==> src/rtl/io_wb_bridge.sv <==
// rtl/io_wb_bridge.sv - pipelined IO request to single-outstanding Wishbone B3 bridge
// Reads terminated by err or timeout return all-ones so an absent device never stalls the CPU.
module io_wb_bridge #(
  parameter int unsigned TIMEOUT_CYCLES = 255
) (
  input  logic        clk,
  input  logic        rst_n,
  input  logic [15:0] avm_address,
  input  logic [3:0]  avm_byteenable,
  input  logic        avm_read,
  input  logic        avm_write,
  input  logic [31:0] avm_writedata,
  output logic        avm_waitrequest,
  output logic        avm_readdatavalid,
  output logic [31:0] avm_readdata,
  output logic [15:0] wb_adr_o,
  output logic [3:0]  wb_sel_o,
  output logic [31:0] wb_dat_o,
  output logic        wb_we_o,
  output logic        wb_cyc_o,
  output logic        wb_stb_o,
  input  logic [31:0] wb_dat_i,
  input  logic        wb_ack_i,
  input  logic        wb_err_i,
  output logic        bus_error_o
);

  localparam int unsigned CW = (TIMEOUT_CYCLES == 0) ? 1 : $clog2(TIMEOUT_CYCLES + 1);
  localparam logic [CW-1:0] T_LIM = CW'(TIMEOUT_CYCLES);

  typedef enum logic {S_IDLE, S_BUS} state_t;

  state_t        state_q;
  logic [CW-1:0] cnt_q, cnt_d;
  logic          timeout;
  logic [15:0]   adr_q;
  logic [3:0]    sel_q;
  logic [31:0]   dat_q;
  logic          we_q, cyc_q;
  logic          rdv_q, berr_q;
  logic [31:0]  rdata_q;

  // cnt_d is the count including the current cycle, so a match ends the N-th cycle of cyc.
  always_comb begin
    cnt_d   = (cnt_q == {CW{1'b1}}) ? cnt_q : cnt_q + CW'(1);
    timeout = (TIMEOUT_CYCLES != 0) && (cnt_d == T_LIM);
  end

  always_ff @(posedge clk) begin
    if (!rst_n) begin
      state_q <= S_IDLE;
      cnt_q   <= '0;
      adr_q   <= '0;
      sel_q   <= '0;
      dat_q   <= '0;
      we_q    <= 1'b0;
      cyc_q   <= 1'b0;
      rdv_q   <= 1'b0;
      berr_q  <= 1'b0;
      rdata_q <= '0;
    end else begin
      rdv_q  <= 1'b0;
      berr_q <= 1'b0;
      case (state_q)
        S_IDLE: begin
          // Read and write together is taken as a write; the read is consumed.
          if (avm_read || avm_write) begin
            adr_q   <= avm_address;
            sel_q   <= avm_byteenable;
            dat_q   <= avm_writedata;
            we_q    <= avm_write;
            cnt_q   <= '0;
            cyc_q   <= 1'b1;
            state_q <= S_BUS;
          end
        end
        S_BUS: begin
          cnt_q <= cnt_d;
          if (wb_ack_i) begin
            cyc_q   <= 1'b0;
            we_q    <= 1'b0;
            state_q <= S_IDLE;
            if (!we_q) begin
              rdv_q   <= 1'b1;
              rdata_q <= wb_dat_i;
            end
          end else if (wb_err_i || timeout) begin
            cyc_q   <= 1'b0;
            we_q    <= 1'b0;
            state_q <= S_IDLE;
            berr_q  <= 1'b1;
            if (!we_q) begin
              rdv_q   <= 1'b1;
              rdata_q <= 32'hFFFF_FFFF;
            end
          end
        end
        default: state_q <= S_IDLE;
      endcase
    end
  end

  assign avm_waitrequest   = !rst_n || (state_q == S_BUS);
  assign avm_readdatavalid = rdv_q;
  assign avm_readdata      = rdata_q;
  assign wb_adr_o          = adr_q;
  assign wb_sel_o          = sel_q;
  assign wb_dat_o          = dat_q;
  assign wb_we_o           = we_q;
  assign wb_cyc_o          = cyc_q;
  assign wb_stb_o          = cyc_q;
  assign bus_error_o       = berr_q;

endmodule

==> config.mk <==
export PLATFORM = sky130hd
export DESIGN_NAME = io_wb_bridge
export DESIGN_NICKNAME = d
export VERILOG_FILES = /design/src/rtl/io_wb_bridge.sv
export SDC_FILE = /design/constraint.sdc
export NUM_CORES = 1
export LEC_CHECK = 0
export CAP_MARGIN = 10
export CORE_MARGIN = 2
export CORE_UTILIZATION = 44
export CTS_CLUSTER_SIZE = 28
export DETAILED_ROUTE_END_ITERATION = 10
export GPL_TIMING_DRIVEN = 0
export PLACE_DENSITY = 0.82
export SYNTH_ARGS = -nofsm -noshare
export SYNTH_HDL_FRONTEND = slang
export SYNTH_SLANG_ARGS = --single-unit
==> constraint.sdc <==
create_clock -name clk -period 4.6 [get_ports clk]
set_input_delay 1.15 -clock clk [delete_from_list [all_inputs] [get_ports clk]]
set_output_delay 1.15 -clock clk [all_outputs]
set_load 0.01 [all_outputs]
; Word-level counts from Yosys, hierarchy flattened
; Index checks and enable logic that the tools add are counted.
[word_totals]
register_bits = 97
wordCells = 49
input_bits = 90
[classes]
muxes = 21
bitwise = 3
n_eq_ne = 4
n_reduce_logical = 10
n_addsub = 1
[op_table]
columns = cell, n
row1 = two-way mux 32 bit, 4
row2 = equality test 8 bit (second input constant), 2
row3 = two-way mux 8 bit, 2
row4 = case mux 8 bit (2 select lines), 1
row5 = two-way mux 1 bit, 11
row6 = adder 8 x 1 -> 8 bit (second input constant), 1
row7 = case mux 1 bit (2 select lines), 3
row8 = AND reduction 2 bit, 3
row9 = logical OR 1 bit, 3
row10 = != test 3 x 2 -> 1 bit (second input constant), 1
row11 = NOT 1 bit, 3
row12 = AND reduction 3 bit, 1
row13 = OR reduction 3 bit, 1
row14 = != test 2 bit (second input constant), 1
row15 = nonzero test 2 bit, 1
row16 = zero test 1 bit, 1

; Longest topological paths before layout
; Gate-level depths: netlist of run 1.
[logic_depth]
ltp_word = 7
mapped_depth = 8
ltp_nobuf = 6

; Worst setup path before layout of run 1
; No wires, ideal clock.
[synth_timing]
path_kind = input port to output port
from = input rst_n
to = output avm_waitrequest
path_stages = 1
required_time_ns = 3.450
setup_slack_ns = 2.139
arrival_ns = 1.311
path_cell_list = nand2b_1
[synth_via]
elab_chain_cells = 2
[synth_lines]
columns = item, line_no
row1 = from (decl), 7  ; input logic rst_n,
row2 = zero test 1 bit, 103  ; assign avm_waitrequest = !rst_n || (state_q == S_BUS);
row3 = logical OR 1 bit, 103
row4 = to (decl), 13  ; output logic avm_waitrequest,
; Every way passes these cells.

; Worst setup path after layout of run 1
; Ends and elaborated chain as after synthesis.

==> results.md, run 1 <==
- The headroom to the max-slew limit is 46.81%.
- After global routing the overflow that remains totals 0.
- Once detail routing completed, the nets flagged for antenna violations numbered 0.
- The count of cells resized by post-cts repair is 0.
- The setup TNS is 0 ns.
- From bottom edge to top edge, the die measures 97.71 µm.
- The tool flagged a number of max-cap violations equal to 0.
- The leakage power summed over all cells is 0.002268 µW.
- Of all cell types, the one taking the most synthesized area is dfxtp_1.
- The initial core utilization is 44.74%.
- The antenna diode count is 0.
- In this run, flip-flops and latches consume 48.8% of the power.
- Of the available clock period, the critical path in the final layout requires 78.96%.
- The global-route wire length before repair is 18.03 mm.
- 180 I/O pins were placed.
- The die is 97.71 µm wide.
- The power density normalized to cell area is 320.0 nW/µm².
- The total count of max-transition violations in the final report is 0.
- The final critical-path required period is 3.632 ns.
- Compared with the post-synthesis result, the final layout area differs by 55.28%.
- Counting every net in the synthesized netlist gives 493.
- Synthesis produced 402 cells.
- Of the total power, the clock network draws 30.2%.
- The fraction of post-synthesis cell area in the top cell type by area is 50.26%.
- Routed signal wires occupy layers up through met4.
- The later pin in the worst-skew pair is clocked with a latency of 0.37 ns.
- The number of setup violations in the final report is 0.
- The final layout contains routed wiring with a total length of 10.99 mm.
- The floorplan step defined a die boundary enclosing 9546 µm².
- The initial antenna violation count is 0.
- The clock sink count is 97.
- The amount of wire on met3 after detailed routing is 1.009 mm.
- The floorplan has 34 rows.
- The maximum clock frequency is 0.2753 GHz.
- The number of global-route vias before repair came to 3865.
- The number of fillers in the final layout is 676.
- Of the cells placed in the final design, the portion with a size suffix greater than 1 is 9.883%.
- For this run, asynchronously set or reset flops after synthesis account for 0%.
- Before antenna repair, the detailed router went through 4 iterations.
- The type of destination of the critical path is a primary output.
- The synthesized netlist contains 47 unique library cells.
- The detailed-route DRC error count is 0.
- The run finished with clean final reports.
- The combinational cell fraction of total power is 21.0%.
- The total setup buffers inserted after CTS is 0.
- Setup repair after global routing left no endpoint under its margin.
- Sequential cells were found to cover 50.26% of the synthesized design area.
- For the pin with the worst max-slew slack, the measured transition is 0.7868 ns.
- Global routing consumed, over all layers together, 23.02% of the routing resources.
- The number of cell instances on the worst register-to-register path is 6.
- By area the synthesized netlist is led by dfxtp_1, nand2_1, a21boi_0.
- The path class of the lowest-slack min-delay path is flip-flop to flip-flop.
- The total count of hold-check failures in the final report was 0.
- The clock passes through at most 2 buffers.
- The net switching power is 509.1 µW.
- The category of the worst setup path launch point is a primary input.
- The core occupancy in the finished layout is 69.47%.
- The met1 routed wirelength after detailed routing is 4.511 mm.
- Of all nets on the critical path, the largest fanout is 6.
- The detailed router finished its first iteration with 117 violations.
- For this design, the CTS-stage hold fixing added 0 buffers.
- Entering global routing, the biggest net connects 18 pins.
- The worst endpoint data arrival time is 2.48 ns.
- The area of the multi-input gates is 1697 µm².
- Among all flip-flop cells after synthesis, the most frequent one is dfxtp_1.
- The post-synthesis sequential element count is 97.
- The area of the mapped netlist is 3864 µm².
- On the final layout, the worst clock skew is 0.01457 ns.
- In the routed layout, each cell is associated on average with a via count of 5.279.
- The final net count is 683.
- The clock slew at the register clock pins of the worst setup and hold paths is 0.10 ns.
- In this run the clock root is driven by a clkbuf_8.
- The routed wirelength normalized by instance count is 15.58 µm.
- Yosys printed 0 warnings.
- Counting flops with a built-in enable in the synthesized netlist gives 0.
- The worst hold path passes through 2 cells.
- The placeable core region is 8636 µm².
- The weighted congestion at the end of routability-driven global placement is 0.9037.
- Across the VDD grid, the largest voltage drop is 0.0001899 V.
- The net switching share of the total power is 26.51%.
- The routed layout has 3722 vias.
- The worst setup path is of the primary input to primary output kind.
- In this run the tool buffered the top-level ports with 179 buffer cells.
- STA puts the critical path data required time at 3.45 ns.
- TritonCTS built the clock tree.
- The H-tree depth reported by CTS is 3.
- The wire length on met2 is 5.180 mm.
- The detailed-placement wirelength estimate is 8.487 mm.
- Clock tree synthesis inserted a total of 9 buffers.
- Final hold analysis gives a worst-case slack of 0.4678 ns.
- Averaged over all synthesized cells, the footprint is 9.611 µm².
- Summing all flip-flop and latch instances after layout gives 1942 µm².
- Internal power comes to 1411 µW.
==> sequential cells by signal (all words and copies together) (netlist names) <==
| signal | flops |
|---|---|
| avm_readdata | 32 |
| wb_dat_o | 32 |
| wb_adr_o | 16 |
| cnt_q | 8 |
| wb_sel_o | 4 |
| avm_readdatavalid | 1 |
| bus_error_o | 1 |
| state_q | 1 |
| wb_cyc_o | 1 |
| wb_we_o | 1 |
==> critical path: stages <==
cell and delay, ns:
clkdlybuf4s50_1 0.51, nand2b_1 0.21, clkdlybuf4s50_1 0.60
==> per-layer routing <==
layer | global-route usage (%) | vias up
li1 | - | 1790
met1 | 26.35 | 1726
met2 | 39.15 | 178
met3 | 8.345 | 28
met4 | 9.295 | 0
met5 | 0 | -
==> path summary, 6_finish.rpt <==
kind	start	endpoint	slack (ns)
setup / recovery	rst_n	avm_waitrequest	0.97
hold / removal	wb_adr_o[15]	wb_adr_o[15]	0.47
setup reg to reg	cnt_q[0]	state_q	2.12
hold reg to reg	wb_adr_o[15]	wb_adr_o[15]	0.47
==> placed cells by master (no fill, tap or decap), types with 2 or more instances in the layout <==
master / count
o31ai_1: 2
nor3b_1: 3
a21oi_1: 8
dlygate4sd1_1: 3
and2_1: 3
a41o_1: 2
nand2_1: 115
dlygate4sd3_1: 2
a21boi_0: 53
clkdlybuf4s50_1: 179
o21ai_0: 4
a211oi_1: 3
nand3_1: 7
o221a_1: 9
inv_6: 3
or2_2: 2
clkbuf_8: 12
clkinvlp_4: 2
or3_1: 2
buf_4: 2
and3_1: 2
o221a_2: 24
dfxtp_1: 97
buf_6: 4
nor2_1: 5
nor3_1: 2
clkbuf_1: 20
inv_1: 3
a32oi_1: 2
==> cell usage after synthesis (2+ instances only) <==
cell type      number
nand2_1           115
nand3_1             7
buf_6               4
a21oi_1             8
o31ai_1             2
nor3_1              2
dlygate4sd1_1       3
dfxtp_1            97
o21ai_0             4
a41o_1              2
a211oi_1            3
dlygate4sd3_1       2
nor2_1              5
buf_4               2
or3_1               2
clkbuf_1           20
a21boi_0           53
and3_1              2
nor3b_1             3
inv_1               3
o221a_2            24
o221a_1             9
a32oi_1             2
clkbuf_8            2
or2_2               2
and2_1              3
==> stage by stage <==
| stage | power, µW | setup slack, ns | cell area [µm²] | cells |
|---|---|---|---|---|
| 6_report | 1920 | 0.9680 | 6000 | 705 |
| 5_1_grt | 2003 | 0.8824 | 6000 | 705 |
| 4_1_cts | 1936 | 0.9605 | 6000 | 705 |
| 3_5_place_dp | 1361 | 0.9705 | 5791 | 689 |
| 3_3_place_gp | 1348 | 0.9841 | 5791 | 689 |
| 2_1_floorplan | 1115 | 2.139 | 3864 | 402 |
==> power by group through the flow <==
stage               logic [µW]  registers [µW]  clock network [µW]
floorplan                  133             982                   0
CTS                        407             937                 591
global route               436             946                 621
global placement           395             953                   0
finish                     404             937                 579
detailed placement         405             957                   0
==> final cells by class <==
| cell class | count | area share [%] |
|---|---|---|
| clock inverters | 6 | 1.189 |
| multi-input cells | 268 | 28.28 |
| well taps | 108 | 2.252 |
| plain buffers | 34 | 3.566 |
| clock buffers | 10 | 2.294 |
| flip-flops and latches | 97 | 32.37 |
| repair buffers | 179 | 29.86 |
| inverters | 3 | 0.1877 |
==> cell families (layout without fill, tap and decap cells) <==
logic type               count (synthesis)  count (layout)  share of synthesized area, %
AO/OA/AOI/OAI                          114             114                         25.32
XOR/XNOR                                 1               1                        0.2267
adder cells (fa/ha/maj)                  1               1                        0.3238
buffers and inverters                   37             232                         5.829
flip-flops                              97              97                         50.26
multiplexers                             1               1                        0.3885
AND/OR/NAND/NOR                        151             151                         17.65
Power figures use the tool's default switching activity.
==> run 2: changes to the inputs <==
--- a/config.mk
+++ b/config.mk
@@ -7,11 +7,11 @@
 export LEC_CHECK = 0
 export CAP_MARGIN = 10
 export CORE_MARGIN = 2
-export CORE_UTILIZATION = 44
+export CORE_UTILIZATION = 41
 export CTS_CLUSTER_SIZE = 28
 export DETAILED_ROUTE_END_ITERATION = 10
 export GPL_TIMING_DRIVEN = 0
-export PLACE_DENSITY = 0.82
+export PLACE_DENSITY = 0.77
 export SYNTH_ARGS = -nofsm -noshare
 export SYNTH_HDL_FRONTEND = slang
 export SYNTH_SLANG_ARGS = --single-unit
==> constraint.sdc (replaced) <==
create_clock -name clk -period 3.8 [get_ports clk]
set_input_delay 0.95 -clock clk [delete_from_list [all_inputs] [get_ports clk]]
set_output_delay 0.95 -clock clk [all_outputs]
set_load 0.01 [all_outputs]
==> run 2 against run 1 <==
Combinational power grew 20%. Utilization shrank 4.5 points. Flip-flop and latch count did not move. Clock skew is 0.0027 ns higher. Register-to-register slack got worse by 0.88 ns. Via count is 2.4% lower. Sequential power grew 22%. Global-route usage shrank 2.3 points. Worst hold slack lost 0.0019 ns. Final cell count up 0.43%. Total power rose by 17%. Critical path depth unchanged. Critical path type unchanged. Critical endpoint unchanged. Highest routed layer unchanged.
==> results.md, run 2 (same netlist as run 1, synthesis figures left out) <==
- The weighted congestion at the end of routability-driven global placement was 0.8533 (-5.6%).
- The clock slew at the register clock pins of the worst setup and hold paths is 0.09 ns (about the same).
- The detailed-route DRC error count is 0 (unchanged).
- The clock skew after layout is 0.01725 ns (+0.002686 ns).
- The detailed-placement wirelength estimate is 8.271 mm (-2.5%).
- The via count of the routed design came to 3632 (-2.4%).
- The fraction of final layout cells with drive strength greater than 1 is 9.715% (-0.17 points).
- The total of max-cap violations is 0 (unchanged).
- The number of instances on the worst hold path is 2 (unchanged).
- On the critical path, the stage with the largest delay is an instance of clkdlybuf4s50_1.
- The violation count after the first detailed-route iteration is 171 (+46%).
- Counting stages on the worst path, the most repeated cell is clkdlybuf4s50_1.
- The met2 routing resource usage after global routing is 34.64% (-4.5 points).
- The endpoint required time on the critical path is 2.85 ns (-0.60 ns).
- The layer with the highest usage is met2.
- The largest net degree at the start of global routing is 18 (unchanged).
- The number of cell instances on the worst register-to-register path is 6 (unchanged).
- The clock sink count is 97 (unchanged).
- The number of buffers added by the clock tree synthesis step is 9 (unchanged).
- The delay of the slowest cell on the worst path is 0.60 ns (about the same).
- The transition time at the pin with the least slew margin is 0.8073 ns (+0.02053 ns).
- The worst endpoint data arrival time came to 2.29 ns (-0.19 ns).
- After layout, the worst path uses 85.37% of the clock period.
- Leaving out fill and tap cells, the most frequent cells in the layout are clkdlybuf4s50_1, nand2_1, dfxtp_1, a21boi_0, o221a_2.
- The run finished with clean final reports.
- The met3 usage in global routing is 7.282% (-1.1 points).
- The routed wirelength normalized by instance count is 15.17 µm (-2.6%).
- The initial antenna violation count came to 0 (unchanged).
- The count of cells resized by post-cts repair is 0 (unchanged).
- The initial core utilization came to 42.01% (-2.7 points).
- The type of destination of the critical path is a primary output.
- The overall die area was 10220 µm² (+7.0%).
- The CTS root buffer is clkbuf_8.
- The pre-CTS setup slack is 0.5662 ns (-0.4043 ns).
- The total count of hold-check failures in the final report was 0 (unchanged).
- The final net count is 683 (unchanged).
- The power density normalized to cell area is 374.7 nW/µm² (+17%).
- The routed wire length is 10.74 mm (-2.2%).
- The area growth from synthesis to layout is 54.63%.
- The global-route wire length before repair was 17.01 mm (-5.7%).
- Traced cell by cell, the critical path runs through clkdlybuf4s50_1 -> nand2b_1 -> clkdlybuf4s50_1.
- The setup TNS is 0 ns (unchanged).
- The overall track demand over capacity in global routing is 20.74% (-2.3 points).
- The remaining number of nets flagged by the antenna check after routing was 0 (unchanged).
- The category of the worst setup path launch point is a primary input.
- The worst IR drop on VDD is 0.0001792 V (-5.6%).
- The number of setup violations in the final report is 0 (unchanged).
- The headroom to the max-slew limit is 45.42% (-1.4 points).
- The overall die height is 101.1 µm (+3.4%).
- The leakage power summed over all cells was 0.002253 µW (-0.66%).
- The die extent in x is 101.1 µm (+3.4%).
- The total count of max-transition violations in the final report is 0 (unchanged).
- The met1 routing resource usage after global routing is 24.77% (-1.6 points).
- The number of fillers in the final layout is 754 (+12%).
- The placeable core region came to 9196 µm² (+6.5%).
- The setup slack after layout is 0.5558 ns (-0.4122 ns).
- The total setup buffers inserted after CTS is 0 (unchanged).
- The number of I/O pins is 180 (unchanged).
- The critical path is of the primary input to primary output type.
- The global route total overflow is 0 (unchanged).
- Setup repair after global routing left no endpoint under its margin.
- The via-per-instance ratio is 5.130 (-2.8%).
- The non-filler instance count after layout came to 708 (+0.43%).
- The library cell used most frequently in the layout, excluding fill and tap cells, is clkdlybuf4s50_1.
- The largest fanout on the critical path was 6 (unchanged).
- The number of global-route vias before repair is 3575 (-7.5%).
- The worst path in the final design needs a cycle of 3.244 ns, including I/O delays and setup.
- The buffer levels on the longest clock path is 2 (unchanged).
- The number of buffers added on ports is 179 (unchanged).
- The total power is 2239 µW (+17%).
- The H-tree depth reported by CTS was 3 (unchanged).
- The quantity of hold-fixing buffers added after cts is 0 (unchanged).
- The site row count is 35 (+2.9%).
- The clock latency reported for the late side of the worst-skew pair is 0.36 ns (about the same).
- Static timing analysis puts the maximum clock frequency at 0.3082 GHz.
- The min-delay analysis places its worst path in the category flip-flop to flip-flop.
- The number of detailed-routing iterations run before antenna repair was 4 (unchanged).
- TritonCTS built the clock tree.
- The number of instances in the placed design was 692 (+0.44%).
- The antenna diode count was 0 (unchanged).
-- run 2: final timing paths --
kind,from,endpoint,slack [ns]
max,rst_n,avm_waitrequest,0.56
max reg2reg,cnt_q[0],state_q,1.24
min,wb_dat_o[7],wb_dat_o[7],0.47
min reg2reg,wb_dat_o[7],wb_dat_o[7],0.47
-- run 2: cell type report --
class                      instances  area, µm²  share of cell area, %
clock buffer                      10      127.6                  2.136
multi-input combinational        268       1697                  28.40
clock inverter                     6      52.55                 0.8796
sequential                        97       1942                  32.50
timing repair buffer             179       1792                  29.99
inverter                           3      11.26                 0.1885
buffer                            34      214.0                  3.581
tap                              111      138.9                  2.325
-- run 2: per-stage QoR --
| stage | hold slack [ns] | cell area [µm²] | util [%] |
|---|---|---|---|
| final | 0.4660 | 5974 | 64.97 |
| after global routing | 0.4895 | 5974 | 64.97 |
| after CTS | 0.4703 | 5974 | 64.97 |
| after detailed placement | 0.4556 | 5794 | 63.01 |
| after global placement | 0.4489 | 5794 | 63.01 |
| after floorplan | 0.4876 | 3864 | - |
-- run 2: worst max-delay path, delay by kind of cell --
kind / cells / cell delay, ns
AND/OR/NAND/NOR: 1 / 0.22
buffers and inverters: 2 / 1.12
-- run 2: per-layer routing --
metal  vias up  part of all wire, %
li1       1787                    -
met1      1658                   40
met2       171                   47
met3        16                   11
met4         0                  1.8
met5         -                    0
-- run 2: power breakdown --
group	leakage, µW	internal [µW]	switching [µW]
combinational	0.00137	286	197
clock	0.0000850	248	372
sequential	0.000799	1090	42.7
